$ cat config.mk
export PLATFORM = sky130hd
export DESIGN_NAME = regfile_dump
export DESIGN_NICKNAME = d
export VERILOG_FILES = /design/src/rtl/regfile_dump_pkg.sv /design/src/rtl/regfile_dump.sv
export SDC_FILE = /design/constraint.sdc
export NUM_CORES = 1
export LEC_CHECK = 0
export ABC_AREA = 1
export BUFFER_PORTS_ARGS = -buffer_cell sky130_fd_sc_hd__buf_2
export CORE_MARGIN = 1
export CORE_UTILIZATION = 49
export DETAILED_ROUTE_END_ITERATION = 7
export PLACE_DENSITY_LB_ADDON = 0.05
export SYNTH_ARGS = -nofsm -noshare
export SYNTH_HDL_FRONTEND = slang
export SYNTH_SLANG_ARGS = --single-unit
$ cat constraint.sdc
create_clock -name clk -period 1.8 [get_ports clk]
set_input_delay 0.09 -clock clk [delete_from_list [all_inputs] [get_ports clk]]
set_output_delay 0.09 -clock clk [all_outputs]
set_load 0.01 [all_outputs]
$ cat src/rtl/regfile_dump_pkg.sv
// rtl/regfile_dump_pkg.sv - shared types for the register file dump engine
package regfile_dump_pkg;

  typedef enum logic [1:0] {
    ST_IDLE  = 2'd0,
    ST_FETCH = 2'd1,
    ST_SEND  = 2'd2,
    ST_DONE  = 2'd3
  } dump_state_t;

endpackage

$ cat src/rtl/regfile_dump.sv
// rtl/regfile_dump.sv - walks a register file read port and streams every word out with a valid/ready handshake
module regfile_dump
  import regfile_dump_pkg::*;
#(
  parameter int WIDTH     = 32,
  parameter int REG_COUNT = 32,
  parameter int REG_BITS  = $clog2(REG_COUNT)
) (
  input  logic                clk,
  input  logic                rst,
  input  logic                start,
  input  logic                abort,
  output logic [REG_BITS-1:0] rd_addr,
  input  logic [WIDTH-1:0]    rd_data,
  output logic                out_valid,
  input  logic                out_ready,
  output logic [WIDTH-1:0]    out_data,
  output logic [REG_BITS-1:0] out_index,
  output logic                out_last,
  output logic                busy,
  output logic                done
);

  localparam logic [REG_BITS-1:0] LAST_IDX = REG_BITS'(REG_COUNT - 1);

  dump_state_t         state;
  logic [REG_BITS-1:0] idx;

  always_ff @(posedge clk or posedge rst) begin
    if (rst) begin
      state     <= ST_IDLE;
      idx       <= '0;
      rd_addr   <= '0;
      out_data  <= '0;
      out_index <= '0;
      out_last  <= 1'b0;
      out_valid <= 1'b0;
      busy      <= 1'b0;
      done      <= 1'b0;
    end else begin
      case (state)
        ST_IDLE: begin
          if (start) begin
            idx     <= '0;
            rd_addr <= '0;
            busy    <= 1'b1;
            state   <= ST_FETCH;
          end
        end

        ST_FETCH: begin
          if (abort) begin
            busy  <= 1'b0;
            state <= ST_IDLE;
          end else begin
            out_data  <= rd_data;
            out_index <= idx;
            out_last  <= (idx == LAST_IDX);
            out_valid <= 1'b1;
            state     <= ST_SEND;
          end
        end

        ST_SEND: begin
          // abort wins over a same-cycle handshake; that word is still considered delivered
          if (abort) begin
            out_valid <= 1'b0;
            busy      <= 1'b0;
            state     <= ST_IDLE;
          end else if (out_ready) begin
            out_valid <= 1'b0;
            if (out_last) begin
              done  <= 1'b1;
              state <= ST_DONE;
            end else begin
              idx     <= idx + REG_BITS'(1);
              rd_addr <= idx + REG_BITS'(1);
              state   <= ST_FETCH;
            end
          end
        end

        ST_DONE: begin
          done  <= 1'b0;
          busy  <= 1'b0;
          state <= ST_IDLE;
        end

        default: begin
          out_valid <= 1'b0;
          busy      <= 1'b0;
          done      <= 1'b0;
          state     <= ST_IDLE;
        end
      endcase
    end
  end

endmodule
==> run_results.csv, run 1 <==
group,metric,value,unit
synthesis,netlist_instances,164,
hold_path,hold_depth,2,
floorplanning,die-area,0.00477,sq mm
cells_and_area,final_cell_mix,"buf_2 (82), dfrtp_1 (48), mux2_4 (32)",
critical_path,cp_top_family,"flip-flops",
clocking,cts.sinks,48,
synthesis,syn-num-nets,209,
place,dp_cells,297,
cells_and_area,multi_input_area,878,sq um
synthesis,synth.avg_cell_area,13.4,sq um
power,p_leak,1.56,nW
critical_path,cp.depth,5,
power,ir_worst_vdd,0.683,mV
global_route,grt_pass1_vias,1487,
critical_path,crit_type,"reg2reg",
critical_path,worst_path_max_delay_cell,"dfrtp_1",
cells_and_area,fillCellCount,358,
clocking,root_buffer,"clkbuf_8",
place,dpl.hpwl,2920,um
cells_and_area,diodes,0,
global_route,grt_max_degree,31,
synthesis,yosys_warnings,0,
floorplanning,die_x,69.1,um
power,p_sw,0.00153,W
cells_and_area,fin_cells,310,
synthesis,yosysSeqAreaShare,54.5,%
route,via_per_inst,4.89,
global_route,grt_pass1_wl,6750,um
timing,fin_ws,228,ps
critical_path,worstPathCellList,"inv_1 -> ha_1 -> nand2_4 -> buf_12 -> mux2_2",
route,drc,0,
critical_path,max_stage_delay,420,ps
floorplanning,ios,83,
route,vias,1515,
power,pwr-share-clk,19.3,%
timing,hold_violations,0,
route,wirelength,4000,um
clocking,clk_latency,300,ps
timing,fmax,636,MHz
place,place_worst_setup_slack,216,ps
cells_and_area,layout.area.seq,0.00120,sq mm
timing,clock_skew,12.1,ps
route,dr.first_iter.drc_count,46,
power,power_density,1670,mW/mm^2
power,pwr-share-comb,43.3,%
power,seqPwrFrac,37.4,%
power,p_sw_share,32.2,%
timing,slew_violations,0,
clocking,cts_buffer_depth,2,
critical_path,worstPathRequired,1990,ps
run_status,status,"finished clean",
synthesis,synth_seq_cells,48,
clocking,htreeDepth,2,
clocking,path_clk_slew,90,ps
cells_and_area,drive_above_1_share,52.3,%
route,antenna_left,0,
cells_and_area,layout.nets,302,
synthesis,synthesis.area,0.00220,sq mm
place,gp_congestion,0.776,
synthesis,yosys.area.top_type_share,54.5,%
floorplanning,initial_core_util,51.0,%
place,port_buffers,82,
critical_path,cp_max_fo,16,
global_route,antenna_found_initial,0,
route,firstDrtPassIters,5,
critical_path,cp-start-kind,"register",
timing,min_period,1570,ps
clocking,cts_tree,"yes",
route,wire_per_inst,12.9,um
critical_path,path_buf_inv,2,
floorplanning,core,0.00432,sq mm
clocking,postCtsSetupBuffers,0,
timing,worst_slew_pin_slew,608,ps
global_route,grt.total_usage,17.7,%
floorplanning,dieHeight,69.1,um
critical_path,ff2ff_path_depth,5,
timing,slew_headroom,59.4,%
floorplanning,num_rows,24,
power,internal_power,0.00322,W
timing,period_share,87.4,%
timing,fin_setup_tns,0,ps
cells_and_area,layout_commonest_cell,"buf_2",
timing,setup_viol,0,
timing,rsz0062_at_grt,"false",
synthesis,synthDistinctLibCells,20,
synthesis,yosys-top-cells-area,"dfrtp_1 (54%), mux2_4 (22%), nand2_1 (4.9%)",
critical_path,cp_data_arrival_time,1760,ps
clocking,cts_made_buffers,5,
cells_and_area,areaGrowthSynthToFinish,28.8,%
synthesis,yosysTopAreaCell,"dfrtp_1",
job,drv_cap,0,
global_route,overflow,0,
critical_path,end_kind,"register",
hold_path,hold_class,"in2reg",
-- flip-flops by register name, indices dropped and copies added (netlist names) --
register,flops
out_data,32
idx,5
done,1
out_index,5
out_last,1
out_valid,1
busy,1
state,2
-- stage by stage --
stage / hold WS [ps] / utilization [%] / instance area, sq um / power [W]
after floorplan: 239 / - / 2200 / 0.00328
after global placement: 207 / 61.3 / 2650 / 0.00383
after detailed placement: 208 / 61.3 / 2650 / 0.00386
after CTS: 1.30 / 64.7 / 2800 / 0.00480
after global routing: 0.437 / 65.7 / 2840 / 0.00509
final: 11.7 / 65.7 / 2840 / 0.00475
-- final timing paths --
kind / slack, ps / end / start
worst min-delay path: 10 / out_data[14] / rd_data[14]
worst min register to register: 480 / busy / busy
max in group asynchronous: 800 / out_data[8] / rst
worst max register to register: 230 / out_index[4] / state[1]
min in group asynchronous: 400 / out_data[10] / rst
worst max-delay path: 230 / out_index[4] / state[1]
-- cells by family (layout without fill, tap and decap cells) --
| group | count (synthesis) | in the layout | synth area share [%] |
|---|---|---|---|
| flops | 48 | 48 | 54.5 |
| simple gates | 42 | 42 | 8.34 |
| mux | 35 | 35 | 23.3 |
| buf+inv | 16 | 110 | 5.79 |
| compound gates | 15 | 15 | 3.52 |
| fa+ha+maj | 8 | 8 | 4.54 |
-- synthesized netlist by cell type (all sizes together) --
library cell	instances
nand2	30
a21boi	1
dfrtp	48
nand4	1
nand3	7
a21oi	2
o21ai	12
buf	5
nor2	3
or2	1
inv	11
ha	8
mux2	35
-- layer usage --
layer  track usage [%]  wire length, um  up-vias
met3              4.68              224        7
met4              6.58               57        0
met2              26.2             1840       51
met5                 0                0        -
li1                  -                -      731
met1              25.0             1890      726
-- power groups by stage --
stage	sequential, W	clock [W]	combinational [W]
after floorplan	0.00200	0	0.00128
final	0.00178	0.000915	0.00206
after CTS	0.00178	0.000945	0.00207
after global placement	0.00179	0	0.00204
after global routing	0.00184	0.000996	0.00226
after detailed placement	0.00180	0	0.00206
-- repair_timing --
action | 4_1_cts | 5_1_grt
setup endpoints to repair | 0 | 3
hold endpoints to repair | 28 | 4
resized for setup | 0 | 1
hold buffers | 1 | 4
-- cell type report --
cell class / count / share of cell area, %
Sequential cell: 48 / 42.3
Clock buffer: 5 / 2.42
Inverter: 11 / 1.45
Multi-Input combinational cell: 100 / 30.9
Timing Repair Buffer: 91 / 18.2
Tap cell: 52 / 2.29
Clock inverter: 3 / 2.42
Note: power is estimated with default switching activity, not from simulation.
==> run 2: changes to the inputs <==
--- a/config.mk
+++ b/config.mk
@@ -10,6 +10,7 @@
 export CORE_MARGIN = 1
 export CORE_UTILIZATION = 49
 export DETAILED_ROUTE_END_ITERATION = 7
+export MAX_ROUTING_LAYER = met4
 export PLACE_DENSITY_LB_ADDON = 0.05
 export SYNTH_ARGS = -nofsm -noshare
 export SYNTH_HDL_FRONTEND = slang
==> run_results.csv, run 2 (synthesis results as in run 1) <==
group,metric,value,unit
run_status,status,"finished clean",
power,internal_power,0.00322,W
power,seqPwrFrac,37.4,%
clocking,cts_buffer_depth,2,
power,pwr-share-clk,19.3,%
place,port_buffers,82,
power,ir_worst_vdd,0.682,mV
clocking,cts_tree,"yes",
route,vias,1506,
timing,setup_viol,0,
critical_path,max_stage_delay,420,ps
critical_path,worstPathRequired,1980,ps
route,dr.first_iter.drc_count,57,
clocking,root_buffer,"clkbuf_8",
cells_and_area,drive_above_1_share,52.5,%
power,p_leak,1.56,nW
power,p_sw,0.00153,W
critical_path,cp_data_arrival_time,1760,ps
timing,period_share,87.5,%
clocking,postCtsSetupBuffers,0,
place,gp_congestion,0.787,
critical_path,cp-startpoint,"state[1]",
critical_path,cp-endpoint,"out_index[4]",
route,via_per_inst,4.87,
global_route,grt_pass1_vias,1488,
global_route,overflow,0,
critical_path,reg2reg_to,"out_index[4]",
place,place_worst_setup_slack,216,ps
floorplanning,die-area,0.00477,sq mm
route,wire_per_inst,12.9,um
power,power,0.00475,W
cells_and_area,diodes,0,
critical_path,r2r_slack,230,ps
timing,holdWs,12.8,ps
cells_and_area,layout.nets,301,
floorplanning,core,0.00432,sq mm
floorplanning,initial_core_util,51.0,%
job,drv_cap,0,
critical_path,cp-start-kind,"register",
cells_and_area,areaGrowthSynthToFinish,28.3,%
timing,slew_headroom,59.3,%
cells_and_area,final_cell_mix,"buf_2 (82), dfrtp_1 (48), mux2_4 (32)",
timing,rsz0062_at_grt,"false",
critical_path,cp_max_fo,16,
clocking,htreeDepth,2,
cells_and_area,layout_commonest_cell,"buf_2",
global_route,grt_max_degree,31,
timing,fin_ws,225,ps
power,power_density,1680,mW/mm^2
global_route,antenna_found_initial,0,
global_route,grt.total_usage,18.1,%
clocking,cts.sinks,48,
timing,hold_violations,0,
route,antenna_left,0,
route,firstDrtPassIters,4,
power,p_sw_share,32.2,%
timing,slew_violations,0,
cells_and_area,largestRegisters,"out_data: 32 flops, idx: 5 flops, out_index: 5 flops",
timing,worst_slew_pin_slew,609,ps
power,pwr-share-comb,43.3,%
timing,clock_skew,12.1,ps
clocking,path_clk_slew,90,ps
route,wirelength,3970,um
critical_path,ff2ff_path_depth,5,
floorplanning,die_x,69.1,um
cells_and_area,top_register,"out_data",
clocking,cts_made_buffers,5,
timing,fmax,635,MHz
global_route,grt_pass1_wl,6730,um
timing,min_period,1570,ps
critical_path,end_kind,"register",
clocking,clk_latency,300,ps
timing,fin_setup_tns,0,ps
floorplanning,dieHeight,69.1,um
floorplanning,ios,83,
place,placed_area,0.00265,sq mm
cells_and_area,largest_reg_flops,32,
floorplanning,num_rows,24,
critical_path,worst_path_max_delay_cell,"dfrtp_1",
critical_path,worstPathCellList,"inv_1 -> ha_1 -> nand2_4 -> buf_12 -> mux2_2",
critical_path,rr_startpoint,"state[1]",
hold_path,hold_class,"in2reg",
place,dpl.hpwl,2920,um
critical_path,crit_type,"reg2reg",
route,drc,0,
cells_and_area,fin_area,0.00283,sq mm
## run 2: changes by cell type in the layout (fill, tap and decap cells not counted)
| cell | before | now |
|---|---|---|
| dlygate4sd3_1 | 5 | 4 |
## run 2: per-layer routing
layer,track usage [%],part of all wire (%),up-vias
met2,26.2,45,51
met5,-,0,-
li1,-,-,729
met4,6.58,1.3,0
met1,25.0,48,720
met3,4.24,5.6,6
## run 2: what timing repair did
action | 4_1_cts | 5_1_grt
endpoints found under the setup margin | 0 | 3
hold buffers | 1 | 3
gates resized for setup | 0 | 1
endpoints found under the hold margin | 28 | 3
## run 2: area by class of cell
class	instances	area (sq um)
fill	359	1500
multi-input combinational	100	878
clock buffer	5	68.8
clock inverter	3	68.8
timing repair buffer	90	505
sequential	48	1200
tap	52	65.1
inverter	11	41.3
## run 2: through the flow
step	util (%)	instances
6_report	65.4	309
5_1_grt	65.4	309
4_1_cts	64.7	306
3_5_place_dp	61.3	297
3_3_place_gp	61.3	297
2_1_floorplan	-	164
## run 2: power groups by stage
stage | combinational (W) | clock [W] | sequential, W
3_5_place_dp | 0.00206 | 0 | 0.00180
4_1_cts | 0.00207 | 0.000945 | 0.00178
3_3_place_gp | 0.00204 | 0 | 0.00179
2_1_floorplan | 0.00128 | 0 | 0.00200
5_1_grt | 0.00225 | 0.000993 | 0.00184
6_report | 0.00206 | 0.000914 | 0.00178
## run 2: how the worst min path moves through the flow
stage | startpoint | to | cells past startpoint
floorplan | rd_data[0] | out_data[0] | 1
global placement | rst | out_data[19] | 2
detailed placement | rst | out_data[18] | 2
CTS | rd_data[8] | out_data[8] | 2
global route | rd_data[17] | out_data[17] | 2
finish | rd_data[14] | out_data[14] | 2
## run 2: worst max-delay path: cells and delay by family (launching register included)
kind	cells	cell delay (ps)
DFF	1	420
muxes	1	340
buffers and inverters	2	300
adders and majority gates	1	230
and+or+nand+nor	1	180
==> run 3: changes to the inputs <==
--- a/config.mk
+++ b/config.mk
@@ -7,11 +7,14 @@
 export LEC_CHECK = 0
 export ABC_AREA = 1
 export BUFFER_PORTS_ARGS = -buffer_cell sky130_fd_sc_hd__buf_2
+export CELL_PAD_IN_SITES_DETAIL_PLACEMENT = 0
+export CELL_PAD_IN_SITES_GLOBAL_PLACEMENT = 2
 export CORE_MARGIN = 1
-export CORE_UTILIZATION = 49
+export CORE_UTILIZATION = 31
 export DETAILED_ROUTE_END_ITERATION = 7
 export MAX_ROUTING_LAYER = met4
 export PLACE_DENSITY_LB_ADDON = 0.05
+export REMOVE_ABC_BUFFERS = 1
 export SYNTH_ARGS = -nofsm -noshare
 export SYNTH_HDL_FRONTEND = slang
 export SYNTH_SLANG_ARGS = --single-unit
==> run_results.csv, run 3 (synthesis results as in run 1) <==
group,metric,value,unit
run_status,status,"finished clean",
critical_path,max_stage_delay,420,ps
power,power_density,1630,mW/mm^2
clocking,cts_tree,"yes",
clocking,htreeDepth,2,
clocking,cts.sinks,48,
cells_and_area,fin_cells,351,
cells_and_area,top_register,"out_data",
cells_and_area,fillCellCount,702,
global_route,grt_pass1_wl,7640,um
clocking,post_cts_resize_count,0,
timing,min_period,1560,ps
clocking,cts_buffer_depth,2,
route,drc,0,
route,wirelength,4580,um
timing,setup_viol,0,
power,ir_worst_vdd,0.599,mV
route,wire_per_inst,13.1,um
clocking,clk_latency,300,ps
cells_and_area,fin_area,0.00285,sq mm
place,dp_cells,341,
power,p_leak,1.54,nW
global_route,grt.total_usage,13.7,%
critical_path,ff2ff_path_depth,5,
floorplanning,die_x,86.3,um
critical_path,cp-start-kind,"register",
cells_and_area,drive_above_1_share,52.5,%
floorplanning,dieHeight,86.3,um
global_route,grt_max_degree,28,
place,dpl.hpwl,3300,um
cells_and_area,largestRegisters,"out_data: 32 flops, idx: 5 flops, out_index: 5 flops",
cells_and_area,utilization,41.7,%
clocking,path_clk_slew,90,ps
global_route,overflow,0,
timing,fmax,639,MHz
clocking,root_buffer,"clkbuf_8",
cells_and_area,layout_commonest_cell,"buf_2",
critical_path,worst_path_max_delay_cell,"dfrtp_1",
timing,hold_violations,0,
critical_path,crit_type,"reg2reg",
timing,rsz0062_at_grt,"false",
timing,worst_slew_pin_slew,496,ps
global_route,antenna_found_initial,0,
critical_path,worstPathRequired,1990,ps
timing,clock_skew,3.19,ps
floorplanning,initial_core_util,32.3,%
route,firstDrtPassIters,4,
power,power,0.00464,W
place,gp_congestion,0.740,
place,port_buffers,82,
global_route,grt_pass1_vias,1520,
route,via_per_inst,4.16,
place,placed_area,0.00272,sq mm
cells_and_area,largest_reg_flops,32,
critical_path,cp_data_arrival_time,1760,ps
floorplanning,core,0.00683,sq mm
timing,fin_setup_tns,0,ps
route,dr.first_iter.drc_count,42,
cells_and_area,layout.nets,299,
cells_and_area,multi_input_area,876,sq um
cells_and_area,areaGrowthSynthToFinish,29.2,%
timing,slew_headroom,66.9,%
clocking,postCtsSetupBuffers,0,
floorplanning,die-area,0.00745,sq mm
floorplanning,num_rows,30,
route,antenna_left,0,
cells_and_area,layout.area.seq,0.00120,sq mm
clocking,cts_made_buffers,5,
cells_and_area,diodes,0,
hold_path,hold_depth,2,
cells_and_area,final_cell_mix,"buf_2 (82), dfrtp_1 (48), mux2_4 (32)",
timing,slew_violations,0,
critical_path,end_kind,"register",
route,vias,1460,
job,drv_cap,0,
floorplanning,ios,83,
clocking,cts_hold_buf,2,
hold_path,hold_class,"in2reg",
critical_path,cp_max_fo,25,
timing,period_share,86.9,%
critical_path,worstPathCellList,"inv_1 -> ha_1 -> nand2_4 -> buf_12 -> mux2_2",
[run 3: cell count changes in the layout (fill, tap and decap cells not counted)]
cell           before  now
buf_12              2    3
buf_4               2    1
bufinv_16           2    1
inv_6               1    0
clkinv_2            0    1
clkinvlp_4          0    1
dlygate4sd3_1       4    2
ha_1                7    8
ha_2                1    0
[run 3: where the power goes]
| part | switching [W] | internal, W |
|---|---|---|
| registers | 0.000251 | 0.00153 |
| clock network | 0.000368 | 0.000411 |
| logic | 0.000945 | 0.00114 |
[run 3: area by class of cell]
type | instances | area share (%)
Clock buffer | 5 | 2.42
Clock inverter | 3 | 1.49
Inverter | 11 | 1.45
Multi-Input combinational cell | 100 | 30.8
Sequential cell | 48 | 42.2
Tap cell | 96 | 4.22
Timing Repair Buffer | 88 | 17.5
[run 3: path summary, 6_finish.rpt]
kind                       slack [ps]           end        start
setup / recovery                  240  out_index[4]     state[1]
hold / removal                     20  out_data[21]  rd_data[21]
setup reg to reg                  240  out_index[4]     state[1]
hold reg to reg                   500          busy         busy
max in group asynchronous         930  out_data[29]          rst
min in group asynchronous         350   out_data[4]          rst
[run 3: layer usage]
metal / track usage (%) / vias to the layer above / part of all wire (%)
li1: - / 728 / -
met1: 18.4 / 679 / 49
met2: 20.9 / 48 / 45
met3: 3.24 / 5 / 5.6
met4: 3.64 / 0 / 0.94
met5: - / - / 0
[run 3: worst max-delay path, delay by kind of cell, from the launching register on]
kind          cells  cell delay, ps
flops             1             420
mux               1             350
simple gates      1             140
fa+ha+maj         1             230
buf+inv           2             310
[run 3: metrics by stage]
stage / hold WS (ps) / setup WS, ps
global route: 1.62 / 56.8
global placement: 162 / 265
detailed placement: 154 / 238
finish: 17.7 / 235
floorplan: 239 / 167
CTS: 1.99 / 228
